`config.mk`:
```
export PLATFORM = sky130hd
export DESIGN_NAME = mxint_vector_mult_acc
export DESIGN_NICKNAME = d
export VERILOG_FILES = /design/src/rtl/mxint_vector_mult_acc.sv
export SDC_FILE = /design/constraint.sdc
export NUM_CORES = 2
export LEC_CHECK = 0
export ABC_AREA = 1
export BUFFER_PORTS_ARGS = -buffer_cell sky130_fd_sc_hd__buf_2
export CAP_MARGIN = 20
export CORE_MARGIN = 5
export CORE_UTILIZATION = 44
export CTS_BUF_LIST = sky130_fd_sc_hd__clkbuf_16
export DETAILED_ROUTE_END_ITERATION = 10
export HOLD_SLACK_MARGIN = 0.08
export PLACE_DENSITY = 0.61
export SYNTH_ARGS = -nofsm -noshare
export SYNTH_HDL_FRONTEND = slang
export SYNTH_SLANG_ARGS = --single-unit
export TNS_END_PERCENT = 20
```
`constraint.sdc`:
```
create_clock -name clk -period 5.2 [get_ports clk]
set_input_delay 0 -clock clk [delete_from_list [all_inputs] [get_ports clk]]
set_output_delay 0 -clock clk [all_outputs]
set_load 0.02 [all_outputs]
```
`src/rtl/mxint_vector_mult_acc.sv`:
```
// Block-floating-point (MXINT) lane-wise multiply that accumulates ACC_BEATS blocks per result.
// Optional feature: define MXINT_VECTOR_MULT_ACC_ROUND_EN for round-half-up exponent alignment.
module mxint_vector_mult_acc #(
    parameter int DATA_IN_0_PRECISION_0  = 8,
    parameter int DATA_IN_0_PRECISION_1  = 8,
    parameter int WEIGHT_PRECISION_0     = 8,
    parameter int WEIGHT_PRECISION_1     = 8,
    parameter int BLOCK_SIZE             = 4,
    parameter int ACC_BEATS              = 2,
    parameter int DATA_OUT_0_PRECISION_0 = DATA_IN_0_PRECISION_0 + WEIGHT_PRECISION_0 + $clog2(ACC_BEATS),
    parameter int DATA_OUT_0_PRECISION_1 = ((DATA_IN_0_PRECISION_1 > WEIGHT_PRECISION_1) ?
                                            DATA_IN_0_PRECISION_1 : WEIGHT_PRECISION_1) + 1
) (
    input  logic                                      clk,
    input  logic                                      rst,
    input  logic signed [DATA_IN_0_PRECISION_0-1:0]   mdata_in_0 [BLOCK_SIZE],
    input  logic signed [DATA_IN_0_PRECISION_1-1:0]   edata_in_0,
    input  logic                                      data_in_0_valid,
    output logic                                      data_in_0_ready,
    input  logic signed [WEIGHT_PRECISION_0-1:0]      mweight [BLOCK_SIZE],
    input  logic signed [WEIGHT_PRECISION_1-1:0]      eweight,
    input  logic                                      weight_valid,
    output logic                                      weight_ready,
    output logic signed [DATA_OUT_0_PRECISION_0-1:0]  mdata_out_0 [BLOCK_SIZE],
    output logic signed [DATA_OUT_0_PRECISION_1-1:0]  edata_out_0,
    output logic                                      data_out_0_valid,
    input  logic                                      data_out_0_ready
);

    localparam int OM    = DATA_OUT_0_PRECISION_0;
    localparam int OE    = DATA_OUT_0_PRECISION_1;
    localparam int PW    = DATA_IN_0_PRECISION_0 + WEIGHT_PRECISION_0;
    localparam int DW    = OE + 1;
    localparam int CNT_W = (ACC_BEATS > 1) ? $clog2(ACC_BEATS) : 1;
    localparam logic [CNT_W-1:0] CNT_LAST = CNT_W'(ACC_BEATS - 1);

    typedef enum logic {ACCUM, FULL} state_t;

    state_t                 state, state_next;
    logic [CNT_W-1:0]       cnt;
    logic signed [OM-1:0]   acc [BLOCK_SIZE];
    logic signed [OE-1:0]   eacc;
    logic                   accept, fire, first_beat, last_beat;
    logic signed [OE-1:0]   e_in, e_next;
    logic signed [DW-1:0]   ediff;
    logic                   e_gt;
    logic [DW-1:0]          shamt;
    logic signed [PW-1:0]   prod [BLOCK_SIZE];
    logic signed [OM-1:0]   prod_ext [BLOCK_SIZE];
    logic signed [OM-1:0]   merged [BLOCK_SIZE];

    // Shifts at or beyond the operand width collapse to pure sign fill instead of wrapping.
    function automatic logic signed [OM-1:0] align_shift(input logic signed [OM-1:0] x,
                                                         input logic [DW-1:0] s);
`ifdef MXINT_VECTOR_MULT_ACC_ROUND_EN
        logic signed [OM:0] biased;
`endif
        if (int'(s) >= OM) return {OM{x[OM-1]}};
`ifdef MXINT_VECTOR_MULT_ACC_ROUND_EN
        if (s == '0) return x;
        biased = {x[OM-1], x} + ((OM+1)'(1) << (s - 1'b1));
        return OM'(biased >>> s);
`else
        return x >>> s;
`endif
    endfunction

    assign first_beat = (cnt == '0);
    assign last_beat  = (cnt == CNT_LAST);

    always_ff @(posedge clk or negedge rst) begin
        if (!rst) state <= ACCUM;
        else      state <= state_next;
    end

    always_comb begin
        state_next = state;
        if (fire && last_beat)
            state_next = FULL;
        else if (state == FULL && data_out_0_ready)
            state_next = ACCUM;
    end

    // A last beat may only land when the output register is free or draining this cycle.
    always_comb begin
        accept           = !last_beat || (state == ACCUM) || data_out_0_ready;
        fire             = data_in_0_valid && weight_valid && accept;
        data_in_0_ready  = weight_valid && accept;
        weight_ready     = data_in_0_valid && accept;
        data_out_0_valid = (state == FULL);
    end

    always_comb begin
        e_in   = OE'(edata_in_0) + OE'(eweight);
        ediff  = DW'(e_in) - DW'(eacc);
        e_gt   = !ediff[DW-1] && (ediff != '0);
        shamt  = e_gt ? ediff : -ediff;
        e_next = (first_beat || e_gt) ? e_in : eacc;
        for (int i = 0; i < BLOCK_SIZE; i++) begin
            prod[i]     = PW'(mdata_in_0[i]) * PW'(mweight[i]);
            prod_ext[i] = OM'(prod[i]);
            if (first_beat)
                merged[i] = prod_ext[i];
            else if (e_gt)
                merged[i] = align_shift(acc[i], shamt) + prod_ext[i];
            else
                merged[i] = acc[i] + align_shift(prod_ext[i], shamt);
        end
    end

    // The last beat bypasses acc and lands straight in the output register.
    always_ff @(posedge clk or negedge rst) begin
        if (!rst) begin
            cnt         <= '0;
            eacc        <= '0;
            edata_out_0 <= '0;
            for (int i = 0; i < BLOCK_SIZE; i++) begin
                acc[i]         <= '0;
                mdata_out_0[i] <= '0;
            end
        end else if (fire) begin
            if (last_beat) begin
                mdata_out_0 <= merged;
                edata_out_0 <= e_next;
                cnt         <= '0;
            end else begin
                acc  <= merged;
                eacc <= e_next;
                cnt  <= cnt + 1'b1;
            end
        end
    end

endmodule

```
==> reports/results.ini <==
[synth]
syn-num-nets=5214
synthArstFlopShare=1.00
synth_edf_count=0
yosys_warnings=0
yosysUniqueCellTypes=55
syn_area_sq_mm=0.0300
synth_seq_cells=156
synth_area_leaders=fa_1, nand2_1, dfrtp_1
synth_top_flop_cell=dfrtp_1
syn_area_per_cell_sq_um=6.46
yosysMostFrequentCell=nand2_1
synth_top_area_share=0.154
synthCells=4636
synth-seq-area-share=0.130
synthTopCellsByCount=nand2_1, inv_1, nand3_1
yosys.area.top_type=fa_1

[routing]
drtPass1Iterations=6
vias=35138
drc=0
wl_per_cell_microns=17.1
antenna_left=0
drt_iter0_drc=2967
wl_microns=113000
avgViaCountPerCell=5.33

[critical_path]
r2r-end=mdata_out_0[67]
cp.arrival_ns=6.56
crit_required_ns=5.60
cp-end-kind=flop
rr_worst_depth=42
crit_type=in2reg
crit_top_cell=nand3_2
startpoint_type=input pin
max_stage_delay_ns=0.54
cp_max_fo=7
regToRegSetupSlack_ns=-0.79
r2r-start=eacc[0]
cpMaxStageDelayCell=fa_2

[sta]
setup_viol_count_final=60
finalClockSkew_ns=0.0163
rsz0062_at_grt=yes
holdWs_ns=0.230
period_share=1.18
slew_viol_final=0
finalHoldViolations=0
tightest_slew_ns=0.912
maxSlewHeadroom=0.392
final.min_clock_period_ns=6.16
max_freq_ghz=0.162
final.setup.worst_slack_ns=-0.957

[finish]
fin_util=0.643
fin_area_sq_mm=0.0433
nNetsFinal=6290
drive_above_1_share=0.329
area_delta_synth_final_pct=44.7
diodes=0

[hold_path]
hold_path.startpoint=eweight[7]
hold_path_end=edata_out_0[8]
hold_path_depth=6
min_path_type=in2reg

[floorplanning]
die_x_microns=271
dieArea_sq_mm=0.0734
num_rows=95
core_area_sq_mm=0.0674
dieHeight_microns=271
ios=165
initial_core_util=0.444

[global_route]
gr-total-overflow=0
track_usage=0.299
grt_first_pass_wirelength_microns=179000
grt_max_degree=66
grt_pass1_vias=34430
antenna_found_initial=0

[clock_tree]
clock_sinks=156
cts_root_buf=clkbuf_16
cts_buffer_depth=2
htree_levels=4
cts_tree=built
clkTransAtPathRegs_ns=0.08
cts_buffers=17
clk_latency_ns=0.51

[place]
place_ws_ns=-1.82
placed_cell_area_sq_mm=0.0392
portBuffers=164
hpwl_microns=87300
gp_congestion=1.01

[run_status]
violations=negative setup slack
outcome=finished with violations

[run]
maxCapViolCount=0

cells by family after synthesis:
kind of cell,synth area share
xor gates and xnor gates,0.0380
AOI/OAI and AO/OA,0.133
muxes,0.00238
adders and majority gates,0.264
DFF,0.130
and+or+nand+nor,0.296
buffers and inverters,0.137
critical path: cells and delay by family:
| family | cells | cell delay, ns |
|---|---|---|
| AO/OA/AOI/OAI | 8 | 1.00 |
| XOR/XNOR | 1 | 0.14 |
| adder cells (fa/ha/maj) | 7 | 2.88 |
| AND/OR/NAND/NOR | 16 | 1.84 |
| buffers and inverters | 8 | 0.66 |
per-layer routing:
layer	part of all wire	routed length, microns	global-route usage	vias up
li1	-	-	-	17042
met1	0.42	47300	0.391	16467
met2	0.46	52400	0.501	1356
met3	0.075	8410	0.0502	273
met4	0.042	4680	0.111	0
met5	0	0	0	-
area by class of cell:
cell class | instances | area, sq um
sequential | 156 | 3900
fill | 6091 | 24100
tap | 873 | 1090
clock buffer | 17 | 425
timing repair buffer | 1280 | 9940
clock inverter | 14 | 134
timing repair inverter | 2 | 12.5
multi-input combinational | 3421 | 24600
inverter | 834 | 3190
worst max-delay path by stage:
stage	from	endpoint	slack, ns
finish	mweight[31]	mdata_out_0[67]	-0.96
floorplan	mdata_in_0[6]	mdata_out_0[16]	-1.10
global placement	edata_in_0[0]	mdata_out_0[31]	-1.75
CTS	mweight[2]	mdata_out_0[16]	-0.85
detailed placement	edata_in_0[0]	mdata_out_0[31]	-1.82
global route	mdata_in_0[23]	mdata_out_0[48]	-1.28
stage by stage:
stage	instances	setup TNS [ns]
finish	6597	-33.42
global route	6597	-51.10
CTS	6571	-28.48
detailed placement	6417	-80.86
global placement	6417	-77.20
floorplan	4636	-31.90
state kept, by name (all words and copies together) (netlist names):
register and cells:
data_out_0_valid 1, cnt 1, acc 68, mdata_out_0 68
edata_out_0 9, eacc 9
cell usage in the layout (no fill, tap or decap), drive strengths merged, types with 3 or more instances in the layout:
| cell | count |
|---|---|
| buf | 1264 |
| nand2 | 1066 |
| inv | 835 |
| nand3 | 747 |
| o21ai | 323 |
| a21oi | 299 |
| ha | 263 |
| fa | 230 |
| nor2 | 175 |
| dfrtp | 156 |
| xor2 | 83 |
| xnor2 | 47 |
| or2 | 22 |
| nand4 | 21 |
| clkbuf | 19 |
| a21o | 14 |
| dlygate4sd3 | 14 |
| o21bai | 14 |
| nor3 | 14 |
| o21a | 13 |
| o211ai | 13 |
| a21boi | 12 |
| clkinv | 12 |
| o221ai | 11 |
| a31oi | 7 |
| mux2i | 6 |
| nor4 | 6 |
| o31ai | 5 |
| a221oi | 5 |
| a22oi | 4 |
| o2111ai | 4 |
| o22ai | 3 |
repair_timing:
item	CTS	global route
endpoints found under the hold margin	87	0
endpoints found under the setup margin	63	64
gates cloned	12	1
hold buffers	14	0
resized for setup	374	256
pin swaps	192	122
buffers inserted	98	27
Power is not shown: default switching activity piles up to over one toggle a cycle in this logic, so the estimate is an artifact.
